File: config.mk
export PLATFORM = sky130hd
export DESIGN_NAME = airlock_scheduler_flat
export DESIGN_NICKNAME = d
export VERILOG_FILES = /design/src/rtl/airlock_scheduler_if.sv /design/src/rtl/airlock_scheduler.sv /design/src/flat_wrapper.sv
export SDC_FILE = /design/constraint.sdc
export NUM_CORES = 1
export LEC_CHECK = 0
export ABC_AREA = 1
export CORE_MARGIN = 2
export CORE_UTILIZATION = 28
export CTS_BUF_LIST = sky130_fd_sc_hd__clkbuf_8 sky130_fd_sc_hd__clkbuf_16
export DETAILED_ROUTE_END_ITERATION = 8
export PLACE_DENSITY = 0.57
export SYNTH_ARGS = -nofsm -noshare
export SYNTH_HDL_FRONTEND = slang
export SYNTH_SLANG_ARGS = --single-unit
export TNS_END_PERCENT = 1
File: constraint.sdc
create_clock -name clk -period 1.3 [get_ports clk]
set_clock_uncertainty 0.05 [all_clocks]
set_input_delay 0.195 -clock clk [delete_from_list [all_inputs] [get_ports clk]]
set_output_delay 0.195 -clock clk [all_outputs]
set_load 0.02 [all_outputs]
File: src/rtl/airlock_scheduler_if.sv
// Signal bundle between the bay/chamber side (master) and the airlock scheduler (slave).
interface airlock_scheduler_if;
  logic arriveReq;
  logic departReq;
  logic pressurized;
  logic evacuated;
  logic innerDoor;
  logic outerDoor;
  logic arriving;
  logic departing;
  logic pressurizeCmd;
  logic evacuateCmd;
  logic openInner;
  logic openOuter;

  modport master (
    output arriveReq, departReq, pressurized, evacuated, innerDoor, outerDoor,
    input  arriving, departing, pressurizeCmd, evacuateCmd, openInner, openOuter
  );

  modport slave (
    input  arriveReq, departReq, pressurized, evacuated, innerDoor, outerDoor,
    output arriving, departing, pressurizeCmd, evacuateCmd, openInner, openOuter
  );
endinterface

File: src/rtl/airlock_scheduler.sv
// Airlock scheduler: round-robin arbitration of the single chamber and sequencing of
// pressure, door and dwell steps for each arrival/departure transit.
module airlock_scheduler #(
  parameter int WAIT_CYC = 5,
  parameter int CW       = 4
) (
  input logic          clk,
  input logic          rst,
  airlock_scheduler_if.slave bus
);

  typedef enum logic [3:0] {
    IDLE   = 4'd0,
    PREP   = 4'd1,
    OPEN1  = 4'd2,
    HOLD1  = 4'd3,
    CLOSE1 = 4'd4,
    XFER   = 4'd5,
    OPEN2  = 4'd6,
    HOLD2  = 4'd7,
    CLOSE2 = 4'd8
  } state_e;

  localparam logic [CW-1:0] LAST_CNT = CW'(WAIT_CYC - 1);

  state_e        state_r;
  logic          dir_r;
  logic          last_served_r;
  logic [CW-1:0] cnt_r;
  // {pressurizeCmd, evacuateCmd, openInner, openOuter, arriving, departing}
  logic [5:0]    outs_r;

  logic          req_dir_s;
  logic          prep_ok_s;
  logic          xfer_ok_s;
  logic          first_open_s;
  logic          second_open_s;

  // Moore output pattern of a state; arrival opens the outer side first, departure the inner.
  function automatic logic [5:0] decode(input state_e st, input logic arr);
    logic [5:0] o;
    o = 6'b000000;
    case (st)
      IDLE:           o = 6'b000000;
      PREP:           o[5:4] = arr ? 2'b01 : 2'b10;
      OPEN1, HOLD1:   o[3:2] = arr ? 2'b01 : 2'b10;
      CLOSE1, CLOSE2: o[3:2] = 2'b00;
      XFER:           o[5:4] = arr ? 2'b10 : 2'b01;
      OPEN2, HOLD2:   o[3:2] = arr ? 2'b10 : 2'b01;
      default:        o = 6'b000000;
    endcase
    if (st != IDLE) begin
      o[1:0] = arr ? 2'b10 : 2'b01;
    end else begin
      o[1:0] = 2'b00;
    end
    return o;
  endfunction

  // Sensor conditions expressed relative to the current transit direction.
  always_comb begin
    req_dir_s = (bus.arriveReq && bus.departReq) ? ~last_served_r : bus.arriveReq;
    if (dir_r) begin
      prep_ok_s     = bus.evacuated;
      xfer_ok_s     = bus.pressurized;
      first_open_s  = bus.outerDoor;
      second_open_s = bus.innerDoor;
    end else begin
      prep_ok_s     = bus.pressurized;
      xfer_ok_s     = bus.evacuated;
      first_open_s  = bus.innerDoor;
      second_open_s = bus.outerDoor;
    end
  end

  // Transit sequencer; outputs are loaded with the pattern of the state being entered.
  always_ff @(posedge clk) begin
    if (rst) begin
      state_r       <= IDLE;
      dir_r         <= 1'b0;
      last_served_r <= 1'b0;
      cnt_r         <= {CW{1'b0}};
      outs_r        <= 6'b000000;
    end else begin
      case (state_r)
        IDLE: if (bus.arriveReq || bus.departReq) begin
          state_r <= PREP;
          dir_r   <= req_dir_s;
          outs_r  <= decode(PREP, req_dir_s);
        end
        PREP: if (prep_ok_s) begin
          state_r <= OPEN1;
          outs_r  <= decode(OPEN1, dir_r);
        end
        OPEN1: if (first_open_s) begin
          state_r <= HOLD1;
          cnt_r   <= {CW{1'b0}};
          outs_r  <= decode(HOLD1, dir_r);
        end
        HOLD1: if (cnt_r == LAST_CNT) begin
          state_r <= CLOSE1;
          cnt_r   <= {CW{1'b0}};
          outs_r  <= decode(CLOSE1, dir_r);
        end else begin
          cnt_r <= cnt_r + 1'b1;
        end
        CLOSE1: if (!first_open_s) begin
          state_r <= XFER;
          outs_r  <= decode(XFER, dir_r);
        end
        XFER: if (xfer_ok_s) begin
          state_r <= OPEN2;
          outs_r  <= decode(OPEN2, dir_r);
        end
        OPEN2: if (second_open_s) begin
          state_r <= HOLD2;
          cnt_r   <= {CW{1'b0}};
          outs_r  <= decode(HOLD2, dir_r);
        end
        HOLD2: if (cnt_r == LAST_CNT) begin
          state_r <= CLOSE2;
          cnt_r   <= {CW{1'b0}};
          outs_r  <= decode(CLOSE2, dir_r);
        end else begin
          cnt_r <= cnt_r + 1'b1;
        end
        CLOSE2: if (!second_open_s) begin
          state_r       <= IDLE;
          last_served_r <= dir_r;
          outs_r        <= 6'b000000;
        end
        default: begin
          state_r <= IDLE;
          cnt_r   <= {CW{1'b0}};
          outs_r  <= 6'b000000;
        end
      endcase
    end
  end

  assign bus.pressurizeCmd = outs_r[5];
  assign bus.evacuateCmd   = outs_r[4];
  assign bus.openInner     = outs_r[3];
  assign bus.openOuter     = outs_r[2];
  assign bus.arriving      = outs_r[1];
  assign bus.departing     = outs_r[0];

endmodule

File: src/flat_wrapper.sv
// flat-port wrapper written by rule: the top's interface ports become plain ports
module airlock_scheduler_flat 
#(
  parameter int WAIT_CYC = 5,
  parameter int CW       = 4
)
  (clk, rst, bus_arriveReq, bus_departReq, bus_pressurized, bus_evacuated, bus_innerDoor, bus_outerDoor, bus_arriving, bus_departing, bus_pressurizeCmd, bus_evacuateCmd, bus_openInner, bus_openOuter);
  airlock_scheduler_if bus_i ();
  input logic clk;
  input logic rst;
  input wire logic [$bits(bus_i.arriveReq)-1:0] bus_arriveReq;
  input wire logic [$bits(bus_i.departReq)-1:0] bus_departReq;
  input wire logic [$bits(bus_i.pressurized)-1:0] bus_pressurized;
  input wire logic [$bits(bus_i.evacuated)-1:0] bus_evacuated;
  input wire logic [$bits(bus_i.innerDoor)-1:0] bus_innerDoor;
  input wire logic [$bits(bus_i.outerDoor)-1:0] bus_outerDoor;
  output wire logic [$bits(bus_i.arriving)-1:0] bus_arriving;
  output wire logic [$bits(bus_i.departing)-1:0] bus_departing;
  output wire logic [$bits(bus_i.pressurizeCmd)-1:0] bus_pressurizeCmd;
  output wire logic [$bits(bus_i.evacuateCmd)-1:0] bus_evacuateCmd;
  output wire logic [$bits(bus_i.openInner)-1:0] bus_openInner;
  output wire logic [$bits(bus_i.openOuter)-1:0] bus_openOuter;
  assign bus_i.arriveReq = bus_arriveReq;
  assign bus_i.departReq = bus_departReq;
  assign bus_i.pressurized = bus_pressurized;
  assign bus_i.evacuated = bus_evacuated;
  assign bus_i.innerDoor = bus_innerDoor;
  assign bus_i.outerDoor = bus_outerDoor;
  assign bus_arriving = bus_i.arriving;
  assign bus_departing = bus_i.departing;
  assign bus_pressurizeCmd = bus_i.pressurizeCmd;
  assign bus_evacuateCmd = bus_i.evacuateCmd;
  assign bus_openInner = bus_i.openInner;
  assign bus_openOuter = bus_i.openOuter;
  airlock_scheduler #(.WAIT_CYC(WAIT_CYC), .CW(CW)) u_core (.clk(clk), .rst(rst), .bus(bus_i));
endmodule
* Word-level counts from Yosys, hierarchy flattened
Cells that the tools add are included.
Widths: inputs -> output; s select.
** Word-level totals
- Logic and storage cells :: 70
- Bits in registers :: 16
** Cells by class
- Reduce and logical (&&, ||, !) cells :: 10
- Bitwise operators :: 3
- $add $sub $neg :: 1
- Muxes and demuxes :: 32
- Equality and inequality tests :: 19
** Operators with widths (count)
- $mux 4 :: 12
- $mux 6 :: 8
- $pmux 6 s8 :: 1
- $pmux 4 s9 :: 1
- $eq 4x3->1 const B :: 5
- $ne 2x1->1 const B :: 8
- $pmux 4 s4 :: 1
- $reduce_and 9->1 :: 1
- $eq 4x2->1 const B :: 2
- $mux 2 :: 4
- $reduce_and 8->1 :: 1
- $mux 1 :: 5
- $reduce_or 5->1 :: 1
- $add 4x1->4 const B :: 1
- $eq 4x1->1 const B :: 1
- $eq 4x4->1 const B :: 1
- $logic_not 4->1 :: 1
- $ne 2x2->1 const B :: 2
- $reduce_and 2->1 :: 2
- $not 1->1 :: 3
- $reduce_and 3->1 :: 1
- $reduce_or 2->1 :: 1
- $logic_and 1x1->1 :: 1
- $logic_or 1x1->1 :: 1

* Logic depth before layout (Yosys ltp)
Gate-level depths: netlist (run 1).
- Word-level depth :: 5
- Depth in mapped cells :: 10
- Mapped depth without buffers :: 9

* Least setup slack after synthesis (run 1)
No wires, ideal clock.
- Path kind :: register -> register
- Start :: register u_core.cnt_r[0]
- End :: register u_core.state_r[3]
- Clock period less this slack :: 1.381 ns
- Setup time :: 0.115 ns
- Stages on the path, launching flop included :: 10
- Data required time :: 1.135 ns
- Arrival time :: 1.216 ns
- Path buffers :: 1
- Setup slack :: -0.081 ns
- Cell sequence :: dfxtp_1 -> inv_1 -> ha_1 -> nand3_1 -> nand2_1 -> nand2_1 -> nor2_2 -> buf_6 -> a21oi_1 -> nor2_1
** On the way
- Longest elaborated chain between the ends :: 3
** RTL lines
- from (decl) :: line airlock_scheduler.sv:29 : logic [CW-1:0] cnt_r;
- from (signal assigned) :: line airlock_scheduler.sv:82 : cnt_r <= {CW{1'b0}};
- from (signal assigned) :: line airlock_scheduler.sv:97 : cnt_r <= {CW{1'b0}};
- from (signal assigned) :: line airlock_scheduler.sv:102 : cnt_r <= {CW{1'b0}};
- $eq 4x3->1 (*) :: line airlock_scheduler.sv:100, airlock_scheduler.sv:120
- $ne 2x1->1 (no line)
- $reduce_and 9->1 (no line) (*)
- to (signal assigned) :: line airlock_scheduler.sv:101 : state_r <= CLOSE1;
- to (signal assigned) :: line airlock_scheduler.sv:108 : state_r <= XFER;
- to (signal assigned) :: line airlock_scheduler.sv:121 : state_r <= CLOSE2;
- to (decl) :: line airlock_scheduler.sv:26 : state_e state_r;
Every way passes the cells marked *; elsewhere a longest branch is shown, timed or not.
A chain may end at the register's enable or synchronous reset.

* Worst setup path after layout (run 1)
- Start :: register u_core.dir_r
- End :: register u_core.outs_r[2]
** On the way
- Longest elaborated chain between the ends :: 3
** RTL lines
- from (decl) :: line airlock_scheduler.sv:27 : logic dir_r;
- from (signal assigned) :: line airlock_scheduler.sv:88 : dir_r <= req_dir_s;
- $mux 2 (tied with other cells) :: line airlock_scheduler.sv:49 : OPEN2, HOLD2: o[3:2] = arr ? 2'b10 : 2'b01;
- $mux 6 (tied with other cells) :: line airlock_scheduler.sv:115 : OPEN2: if (second_open_s) begin
- $pmux 6 s8 / $reduce_and 8->1 (equally long branches)
- to (signal assigned) :: line airlock_scheduler.sv:89 : outs_r <= decode(PREP, req_dir_s);
- to (signal assigned) :: line airlock_scheduler.sv:113 : outs_r <= decode(OPEN2, dir_r);
- to (signal assigned) :: line airlock_scheduler.sv:118 : outs_r <= decode(HOLD2, dir_r);
- to (decl) :: line airlock_scheduler.sv:31 : logic [5:0] outs_r;
Parallel ways exist; a longest one is shown, timed or not. The select of a mux whose other input is x is not followed.

==> results.txt, run 1 <==
----------------------------------------------------
[Synthesis]
  Top area cells in the synthesized netlist ... dfxtp_1 31%, nand2_1 21%, nand3_1 9.6%
  Total of flip-flops plus latches after synthesis ... 16
  Post-Synthesis Cell Area ... 1040 µm²
  Proportion of synthesized chip area in sequential cells ... 30.8%
  Count of cell types in the netlist ... 19
  Post-synthesis instance total ... 170
  Warnings from Yosys ... 0
  Most common cell in the synthesized netlist ... nand2_1
  Syn_area_per_cell ... 6.12 µm²
  Share of the synthesized area in the top cell type ... 30.8%
  Post-synth top area cell ... dfxtp_1
  Number of enable flip-flop cells after synthesis ... 0
  Commonest cells post-synth ... 57 x nand2_1, 20 x nand3_1, 17 x a21oi_1, 16 x dfxtp_1, 16 x inv_1
  Share of synthesized registers carrying an async set or reset ... 0%
  Primary flip-flop cell chosen by synthesis mapping ... dfxtp_1
  Synthesized netlist net count ... 180

[Outcome]
  Violations in the final reports ... negative setup slack
  Status ... finished, violations left

[Power and ir drop]
  Overall power ... 3.20 mW
  Leakage power of the design ... 0.784 nW
  IR drop worst, VDD ... 0.000798 V
  PwrDens ... 1990 nW/µm²

[Setup path]
  Source of the worst register-to-register timing path ... u_core.dir_r$_SDFFE_PP0P_
  Capture point of the worst reg-to-reg path ... u_core.outs_r[2]$_SDFFE_PP0P_
  Worst setup startpoint ... u_core.dir_r$_SDFFE_PP0P_
  Arr. time, crit path ... 1590 ps
  Critical path capture point type ... register
  Critical path's largest stage delay ... 370 ps
  Slowest CP cell ... dfxtp_4
  Reg2reg path depth ... 9
  Ordered list of cells on the worst path ... buf_12 > nand2_1 > nand2_1 > nand2_2 > nand2_2 > nor2_4 > clkbuf_16 > nand3_1 > a21oi_1
  Path type of the worst setup path ... reg2reg
  Critical-path maximum fanout ... 7
  Critical Path RT ... 1430 ps
  Crit start category ... register
  Setup slack of the worst register-to-register path ... -160 ps

[CTS]
  Clk Latency, worst-skew pair ... 240 ps
  Root Buffer Master ... clkbuf_8
  TritonCTS clock tree ... built
  Hold Buf Count CTS ... 0
  Number of clock sinks ... 16
  Maximum buffer depth of the clock tree ... 2
  Clock buffers created by TritonCTS ... 3
  Clock-pin slew on the worst setup and hold paths ... 60 ps
  Count of H-tree levels built during CTS ... 1

[Routing]
  DRC violation count after routing ... 0
  Detail-routed via count per cell ... 4.42
  DR vias ... 1,145
  Number of routed nets with antenna violations ... 0
  Total wirelength of the detailed-routed design ... 2670 µm
  WL per Instance ... 10.3 µm
  Initial DRT Pass Iterations ... 4
  Initial drt markers ... 72

[Layout]
  Layout net count ... 223
  Layout-stage area growth over the synthesis result ... 55.0%
  Ant diodes ... 0
  Area of the multi-input gates ... 703 µm²
  Storage cell area ... 333 µm²
  Final instance area ... 1610 µm²
  Post-Route Utilization ... 44.7%
  Fraction of final layout cells with drive strength greater than 1 ... 35.5%
  Number of fill cells ... 381

[Die]
  Number of rows in the core area ... 22
  Die width ... 64.9 µm
  Core area ... 3610 µm²
  Die Y-Extent ... 64.9 µm
  Floorplan die area ... 4220 µm²
  Io pins ... 14
  Starting density of the core ... 28.8%

[Worst hold path]
  Worst hold path cell count ... 5
  Beginning of the worst hold path ... bus_outerDoor
  Min-Delay Path Class ... in2reg
  WHS Endpoint ... u_core.last_served_r$_SDFFE_PP0P_

[Flow run]
  Max-cap violations ... 0

[Placed design]
  Half-perimeter wire length of the detailed placement result ... 2090 µm
  Final weighted congestion of routability-driven global placement ... 0.804
  Dpl ws ... -399 ps
  Port-buffer cells ... 13
  Placed Instance Area ... 1460 µm²

[STA]
  Slew Limit Fails ... 0
  Fin crit share ... 112%
  Least-Margin Pin Slew ... 213 ps
  Max frequency ... 684 MHz
  Headroom to the max-slew limit ... 85.7%
  Unrepaired setup endpoints after global routing ... yes
  Worst Slack Setup Final ... -162 ps
  Final count of negative-setup-slack endpoints ... 14
  Total count of hold-check failures in the final report ... 0
  Final critical path time including I/O delays and setup ... 1460 ps

[GRT]
  Global-route wire length before repair ... 4570 µm
  All-layer global routing usage ... 13.8%
  Via count of the first global-routing pass ... 1,068
  Antenna violations before repair ... 0
  Total congestion overflow after global routing ... 0
  Pin count of the biggest net entering global routing ... 12

----------------------------------------------------
-- worst max-delay path by stage --
stage / to / cells after the start / slack [ps]
4_1_cts: u_core.state_r[1]$_SDFFE_PP0P_ / 9 / -120
2_1_floorplan: u_core.state_r[0]$_SDFFE_PP0P_ / 9 / -1
3_3_place_gp: u_core.outs_r[3]$_SDFFE_PP0P_ / 10 / -380
5_1_grt: u_core.state_r[0]$_SDFFE_PP0P_ / 9 / -250
6_report: u_core.outs_r[2]$_SDFFE_PP0P_ / 9 / -160
3_5_place_dp: u_core.state_r[1]$_SDFFE_PP0P_ / 10 / -400
-- cell families (layout without fill, tap and decap cells) --
| family | count (synthesis) | after routing | synth area share, % |
|---|---|---|---|
| xor gates and xnor gates | 1 | 1 | 0.843 |
| and+or+nand+nor | 99 | 99 | 40.6 |
| adders and majority gates | 2 | 2 | 2.41 |
| buffers and inverters | 25 | 66 | 11.9 |
| AOI/OAI and AO/OA | 27 | 27 | 13.5 |
| DFF | 16 | 16 | 30.8 |
-- report_power, final --
part | switching (mW) | internal [mW]
Combinational | 1.14 | 0.946
Clock | 0.157 | 0.205
Sequential | 0.113 | 0.646
Total | 1.41 | 1.80
-- area by class of cell --
| cell class | instances | share of cell area, % |
|---|---|---|
| inverters | 19 | 4.43 |
| clock buffers | 3 | 2.56 |
| repair buffers | 44 | 25.0 |
| multi-input cells | 129 | 43.6 |
| well taps | 48 | 3.73 |
| flip-flops and latches | 16 | 20.7 |
-- through the flow --
step / instances / setup TNS (ps) / hold WS (ps)
final: 259 / -1480 / 374
after global routing: 259 / -3020 / 398
after CTS: 258 / -1100 / 414
after detailed placement: 255 / -4990 / 405
after global placement: 255 / -4760 / 409
after floorplan: 170 / -1.60 / 343
-- registers in the layout, indices dropped and copies added, names as in the netlist --
signal and flops:
u_core.outs_r 6, u_core.cnt_r 4, u_core.state_r 4, u_core.last_served_r 1
u_core.dir_r 1
-- worst max-delay path, delay by kind of cell, from the launching register on --
family          cells  cell delay, ps
simple gates        6             540
buf+inv             2             320
flops               1             370
compound gates      1             120
-- cell usage in the layout, fill, tap and decap left out, types with 3 or more instances in the layout --
cell type,n
clkdlybuf4s50_1,5
nand2_2,9
nor2_4,3
a21oi_1,14
nand2_1,50
buf_4,28
a21oi_2,3
nor2_2,4
dfxtp_2,4
nor2_1,9
inv_2,6
nand3_1,14
dfxtp_1,10
clkbuf_8,3
nand3_2,6
o21ai_0,3
dlygate4sd2_1,6
o21ai_1,4
inv_1,13
-- layer usage --
layer  global-route usage, %  routed length [µm]  vias to the layer above
met5                       0                   0                        -
met4                    3.72                   8                        0
met3                    3.65                  81                        2
met2                    21.4                1260                       12
met1                    18.8                1330                      503
li1                        -                   -                      628
-- timing repair --
action | CTS | global route
gates cloned | 0 | 1
gates resized for setup | 14 | 27
buffers inserted | 0 | 0
endpoints found under the setup margin | 20 | 14
pin swaps | 1 | 10
No activity file was read; power rests on OpenSTA's default activity.
==> run 2, diff against run 1 <==
- ABC_CLOCK_PERIOD_IN_PS: default -> 1300
- CORE_UTILIZATION: 28 -> 35
- HOLD_SLACK_MARGIN: default -> 0.03
- PLACE_DENSITY: 0.57 -> 0.66
==> run 2 against run 1 <==
Effect of this change:
- global-route usage is 3.8 points higher
- highest routed layer unchanged
- critical path type unchanged
- sequential share of layout area barely moved
- worst setup slack improved by 36 ps
- first-iteration DRC count fell by 21%
- routed wire length is 13% higher
- register-to-register slack improved by 40 ps
- clock-buffer cell count increased by 1
- die area decreased by 19%
- the flow still finishes with violations (negative setup slack)
- via count increased by 7.3%
- combinational power rose by 5%
==> results.txt, run 2 (synthesized netlist as in run 1, its figures left out) <==
----------------------------------------------------
[Layout]
  Most frequent cells in the layout ... 52 x nand2_1, 29 x buf_4, 13 x inv_1
  Flip-flop count of the largest register after layout ... 6 (unchanged)
  Ant diodes ... 0 (unchanged)
  Fraction of final layout cells with drive strength greater than 1 ... 39.1% (+3.5 points)
  Number of fill cells ... 250 (-34%)
  Commonest non-fill, non-tap cell in the layout ... nand2_1
  Post-Route Utilization ... 58.7% (+14 points)
  Layout net count ... 226 (+1.3%)
  Post-Layout Cell Count ... 246 (-5.0%)
  Reg with most FFs ... u_core.outs_r
  Biggest regs ... u_core.outs_r x6, u_core.cnt_r x4, u_core.state_r x4
  Layout-stage area growth over the synthesis result ... 56.9%

[Routing]
  Amount of wire on met2 after detailed routing ... 1580 µm (+26%)
  DR vias ... 1,229 (+7.3%)
  Routed metal-1 wire length ... 1290 µm (-2.8%)
  Total wirelength of the detailed-routed design ... 3030 µm (+13%)
  Routed length on met3 ... 127 µm (+57%)
  WL per Instance ... 12.3 µm (+19%)
  Initial DRT Pass Iterations ... 4 (unchanged)
  DRC violation count after routing ... 0 (unchanged)
  Number of routed nets with antenna violations ... 0 (unchanged)
  Initial drt markers ... 57 (-21%)
  Detail-routed via count per cell ... 5.00 (+13%)
  Max layer used ... met4

[Setup path]
  Arr. time, crit path ... 1560 ps (-30 ps)
  Critical path capture point type ... register
  Critical Path RT ... 1430 ps (about the same)
  Setup slack of the worst register-to-register path ... -130 ps (+40 ps)
  Source of the worst register-to-register timing path ... u_core.state_r[3]$_SDFFE_PP0P_
  Critical-path maximum fanout ... 6 (-1)
  Crit start category ... register
  Path type of the worst setup path ... reg2reg
  Capture point of the worst reg-to-reg path ... u_core.outs_r[2]$_SDFFE_PP0P_
  Reg2reg path depth ... 9 (unchanged)

[GRT]
  Total congestion overflow after global routing ... 0 (unchanged)
  Pin count of the biggest net entering global routing ... 11 (-1)
  Global-route wire length before repair ... 4730 µm (+3.5%)
  Via count of the first global-routing pass ... 1,166 (+9.2%)
  Antenna violations before repair ... 0 (unchanged)
  All-layer global routing usage ... 17.6% (+3.8 points)

[CTS]
  Count of H-tree levels built during CTS ... 1 (unchanged)
  Clock buffers created by TritonCTS ... 3 (unchanged)
  Clk Latency, worst-skew pair ... 250 ps (about the same)
  Maximum buffer depth of the clock tree ... 2 (unchanged)
  TritonCTS clock tree ... built
  Number of clock sinks ... 16 (unchanged)
  Clock-pin slew on the worst setup and hold paths ... 60 ps (about the same)
  Root Buffer Master ... clkbuf_8

[STA]
  Max frequency ... 701 MHz (+2.5%)
  Final critical path time including I/O delays and setup ... 1430 ps (-35.6 ps)
  Slew Limit Fails ... 0 (unchanged)
  Final count of negative-setup-slack endpoints ... 14 (unchanged)
  Least-Margin Pin Slew ... 248 ps (+35.3 ps)
  Total count of hold-check failures in the final report ... 0 (unchanged)
  Post-Route Setup TNS ... -1240 ps (+237 ps)
  Unrepaired setup endpoints after global routing ... yes
  Fin crit share ... 110% (-2.7 points)
  Headroom to the max-slew limit ... 83.3% (-2.4 points)
  Worst Slack Setup Final ... -126 ps (+35.6 ps)

[Placed design]
  Half-perimeter wire length of the detailed placement result ... 2260 µm (+8.1%)
  Port-buffer cells ... 13 (unchanged)
  Final weighted congestion of routability-driven global placement ... 0.817 (+1.5%)
  Dpl ws ... -413 ps (-13.5 ps)
  Placed cell count ... 237 (-7.1%)

[Flow run]
  Max-cap violations ... 0 (unchanged)

[Die]
  Number of rows in the core area ... 19 (-14%)
  Io pins ... 14 (unchanged)
  Core area ... 2780 µm² (-23%)
  Die Y-Extent ... 58.5 µm (-9.9%)
  Die width ... 58.5 µm (-9.9%)
  Floorplan die area ... 3420 µm² (-19%)
  Starting density of the core ... 37.4% (+8.5 points)

[Worst hold path]
  Worst hold path cell count ... 5 (unchanged)
  Beginning of the worst hold path ... bus_outerDoor
  WHS Endpoint ... u_core.last_served_r$_SDFFE_PP0P_
  Min-Delay Path Class ... in2reg

[Power and ir drop]
  PwrDens ... 2080 nW/µm² (+4.8%)
  Leakage power of the design ... 0.779 nW (-0.63%)
  IR drop worst, VDD ... 0.00146 V (+83%)
  Overall power ... 3.40 mW (+6.1%)

[Outcome]
  Violations in the final reports ... negative setup slack
  Status ... finished, violations left

----------------------------------------------------
run 2: layout make-up:
cell class              instances  area [µm²]  area share [%]
multi-input cells             129         732            44.9
repair buffers                 47         398            24.4
clock buffers                   4        55.1            3.37
flip-flops and latches         16         337            20.6
well taps                      31        38.8            2.38
inverters                      19        71.3            4.37
run 2: worst max-delay path by stage:
| stage | startpoint | endpoint | slack (ps) | cells past startpoint |
|---|---|---|---|---|
| floorplan | u_core.state_r[3]$_SDFFE_PP0P_ | u_core.state_r[0]$_SDFFE_PP0P_ | -1 | 9 |
| global placement | bus_innerDoor | u_core.outs_r[3]$_SDFFE_PP0P_ | -360 | 10 |
| detailed placement | bus_innerDoor | u_core.outs_r[4]$_SDFFE_PP0P_ | -410 | 10 |
| CTS | u_core.dir_r$_SDFFE_PP0P_ | u_core.outs_r[4]$_SDFFE_PP0P_ | -120 | 10 |
| global route | u_core.state_r[3]$_SDFFE_PP0P_ | u_core.outs_r[3]$_SDFFE_PP0P_ | -220 | 10 |
| finish | u_core.state_r[3]$_SDFFE_PP0P_ | u_core.outs_r[2]$_SDFFE_PP0P_ | -130 | 9 |
run 2: per-layer routing:
| layer | global-route usage (%) | up-vias |
|---|---|---|
| met1 | 20.6 | 560 |
| met2 | 31.9 | 30 |
| met4 | 4.65 | 0 |
| met3 | 4.18 | 4 |
| met5 | 0 | - |
| li1 | - | 635 |
run 2: per-stage QoR:
stage / instance area [µm²] / hold WS [ps]
after floorplan: 1070 / 343
after CTS: 1500 / 364
final: 1630 / 361
after global routing: 1630 / 431
after global placement: 1400 / 404
after detailed placement: 1400 / 405
run 2: power breakdown:
part / switching [mW] / internal [mW] / leakage (nW) / total, mW
clock network: 0.170 / 0.269 / 0.0288 / 0.438
registers: 0.120 / 0.652 / 0.134 / 0.773
logic: 1.22 / 0.972 / 0.615 / 2.19
run 2: timing repair:
| action | in CTS | in global routing |
|---|---|---|
| hold buffers | 0 | 0 |
| endpoints found under the setup margin | 20 | 15 |
| buffers inserted | 1 | 3 |
| gates resized for setup | 25 | 27 |
| gates cloned | 0 | 1 |
| pin swaps | 3 | 12 |
run 2: critical path, cell delays in order (launching register included):
cell     delay [ps]
dfxtp_4         380
inv_2            50
nand2_2         110
nor2_1           70
nand2_1         100
nand2_2          80
nor2_4          160
buf_6           170
nand3_1          80
a21oi_1         120
==> run 3, diff against run 2 <==
- GPL_TIMING_DRIVEN: default -> 0
==> run 3 against run 2 <==
Effect of this change:
- the flow still finishes with violations (negative setup slack)
- clock power increased by 3%
- combinational power is 14% lower
- sequential share of layout area increased by 2.8 points
- largest cell class unchanged
==> results.txt, run 3 (synthesized netlist as in run 1, its figures left out) <==
----------------------------------------------------
[Outcome]
  Status ... finished, violations left
  Violations in the final reports ... negative setup slack

[Routing]
  WL per Instance ... 12.5 µm (+1.4%)
  Detail-routed via count per cell ... 5.21 (+4.3%)
  Total wirelength of the detailed-routed design ... 2770 µm (-8.5%)
  DR vias ... 1,157 (-5.9%)
  Initial drt markers ... 33 (-42%)
  Initial DRT Pass Iterations ... 4 (unchanged)
  Number of routed nets with antenna violations ... 0 (unchanged)
  DRC violation count after routing ... 0 (unchanged)

[Die]
  Core area ... 2780 µm² (unchanged)
  Floorplan die area ... 3420 µm² (unchanged)
  Die Y-Extent ... 58.5 µm (unchanged)
  Io pins ... 14 (unchanged)
  Starting density of the core ... 37.4% (unchanged)
  Die width ... 58.5 µm (unchanged)
  Number of rows in the core area ... 19 (unchanged)

[STA]
  Slew Limit Fails ... 0 (unchanged)
  Fin crit share ... 114% (+4.4 points)
  Max frequency ... 674 MHz (-3.8%)
  Unrepaired setup endpoints after global routing ... yes
  Final count of negative-setup-slack endpoints ... 10 (-4)
  Total count of hold-check failures in the final report ... 0 (unchanged)
  Least-Margin Pin Slew ... 528 ps (+280 ps)
  Final critical path time including I/O delays and setup ... 1480 ps (+56.6 ps)
  Worst Slack Setup Final ... -183 ps (-56.6 ps)
  Final hold slack ... 234 ps (-126 ps)
  Headroom to the max-slew limit ... 64.8% (-18 points)

[Worst hold path]
  Min-Delay Path Class ... in2reg

[Setup path]
  Critical Path RT ... 1440 ps (about the same)
  Path type of the worst setup path ... reg2reg
  Worst setup startpoint ... u_core.cnt_r[0]$_SDFFE_PP0P_
  Reg2reg path depth ... 9 (unchanged)
  Source of the worst register-to-register timing path ... u_core.cnt_r[0]$_SDFFE_PP0P_
  Capture point of the worst reg-to-reg path ... u_core.outs_r[1]$_SDFFE_PP0P_
  Critical path capture point type ... register
  Critical-path maximum fanout ... 5 (-1)
  Arr. time, crit path ... 1620 ps (+60 ps)
  Timing endpoint of the critical path ... u_core.outs_r[1]$_SDFFE_PP0P_
  Crit start category ... register
  Setup slack of the worst register-to-register path ... -180 ps (-60 ps)

[Layout]
  Fraction of final layout cells with drive strength greater than 1 ... 28.3% (-11 points)
  Area of the multi-input gates ... 721 µm² (-1.5%)
  Storage cell area ... 337 µm² (unchanged)
  Biggest regs ... u_core.outs_r x6, u_core.cnt_r x4, u_core.state_r x4
  Flip-flop count of the largest register after layout ... 6 (unchanged)
  Most frequent cells in the layout ... 49 x nand2_1, 15 x nand3_1, 13 x a21oi_1
  Ant diodes ... 0 (unchanged)
  Final instance area ... 1440 µm² (-12%)
  Layout net count ... 202 (-11%)
  Number of fill cells ... 269 (+7.6%)
  Commonest non-fill, non-tap cell in the layout ... nand2_1
  Reg with most FFs ... u_core.outs_r
  Layout-stage area growth over the synthesis result ... 38.3%

[CTS]
  Number of clock sinks ... 16 (unchanged)
  Root Buffer Master ... clkbuf_8
  Maximum buffer depth of the clock tree ... 2 (unchanged)
  Count of H-tree levels built during CTS ... 1 (unchanged)
  Clk Latency, worst-skew pair ... 260 ps (about the same)
  Clock buffers created by TritonCTS ... 3 (unchanged)
  TritonCTS clock tree ... built
  Clock-pin slew on the worst setup and hold paths ... 70 ps (about the same)

[GRT]
  Global-route wire length before repair ... 4510 µm (-4.8%)
  Via count of the first global-routing pass ... 1,077 (-7.6%)
  All-layer global routing usage ... 17.3% (-0.30 points)
  Pin count of the biggest net entering global routing ... 11 (unchanged)
  Total congestion overflow after global routing ... 0 (unchanged)
  Antenna violations before repair ... 0 (unchanged)

[Placed design]
  Final weighted congestion of routability-driven global placement ... 0.882 (+8.0%)
  Half-perimeter wire length of the detailed placement result ... 1950 µm (-14%)
  Placed Instance Area ... 1230 µm² (-12%)
  Port-buffer cells ... 12 (-1)

[Power and ir drop]
  IR drop worst, VDD ... 0.00130 V (-11%)
  PwrDens ... 2170 nW/µm² (+4.3%)
  Leakage power of the design ... 0.648 nW (-17%)

[Flow run]
  Max-cap violations ... 0 (unchanged)

----------------------------------------------------
run 3: cell count changes in the layout (fill, tap and decap cells not counted), moves of 2 or more:
cell | previous run | this run
nor2_4 | 2 | 4
nor2_2 | 6 | 1
a21oi_2 | 6 | 4
nand3_1 | 12 | 15
nor2_1 | 8 | 11
nand2_1 | 52 | 49
nand3_2 | 6 | 3
nand2_2 | 7 | 9
buf_4 | 29 | 4
a21oi_1 | 11 | 13
run 3: worst max-delay path, cell delays in order, from the launching register on:
cell and delay (ps):
dfxtp_4 370, inv_4 60, ha_4 130, nand3_4 70
nand2_2 90, nand2_2 80, nor2_4 190, buf_6 160
nand3_2 90, a21oi_2 130
run 3: worst min-delay path by stage:
stage / startpoint / to / cells after the start
5_1_grt: rst / u_core.outs_r[4]$_SDFFE_PP0P_ / 2
3_3_place_gp: u_core.outs_r[2]$_SDFFE_PP0P_ / u_core.outs_r[2]$_SDFFE_PP0P_ / 2
3_5_place_dp: u_core.last_served_r$_SDFFE_PP0P_ / u_core.last_served_r$_SDFFE_PP0P_ / 2
4_1_cts: rst / u_core.state_r[2]$_SDFFE_PP0P_ / 2
6_report: rst / u_core.outs_r[4]$_SDFFE_PP0P_ / 2
2_1_floorplan: bus_arriveReq / u_core.dir_r$_SDFFE_PP0P_ / 2
run 3: area by class of cell:
type | count | area share, %
flip-flops and latches | 16 | 23.4
inverters | 19 | 5.40
multi-input cells | 129 | 50.1
plain buffers | 5 | 3.13
well taps | 31 | 2.70
repair buffers | 18 | 11.4
clock buffers | 4 | 3.83
run 3: layer usage:
metal	track usage, %	vias to the layer above	part of all wire [%]
met3	4.18	6	4.5
met4	6.31	0	1.4
li1	-	584	-
met1	18.3	543	40
met5	0	-	0
met2	32.7	24	54
run 3: power breakdown:
| part | leakage [nW] | internal [mW] | switching, mW |
|---|---|---|---|
| clock | 0.0288 | 0.269 | 0.182 |
| combinational | 0.485 | 0.769 | 1.11 |
| sequential | 0.134 | 0.648 | 0.148 |
run 3: per-stage QoR:
step	power [mW]	TNS, ps	utilization (%)	setup WS, ps	cells
after global placement	2.26	-4750	44.1	-405	213
after floorplan	1.88	-1.60	-	-0.988	170
after CTS	2.87	-1190	48.9	-150	221
final	3.13	-1530	51.7	-183	222
after global routing	3.37	-2820	51.7	-268	222
after detailed placement	2.30	-5050	44.1	-432	213
run 3: timing repair:
item | CTS | global route
gates cloned | 2 | 0
resized for setup | 31 | 17
buffers inserted | 3 | 1
hold buffers | 0 | 0
pin swaps | 5 | 9
setup endpoints to repair | 20 | 14
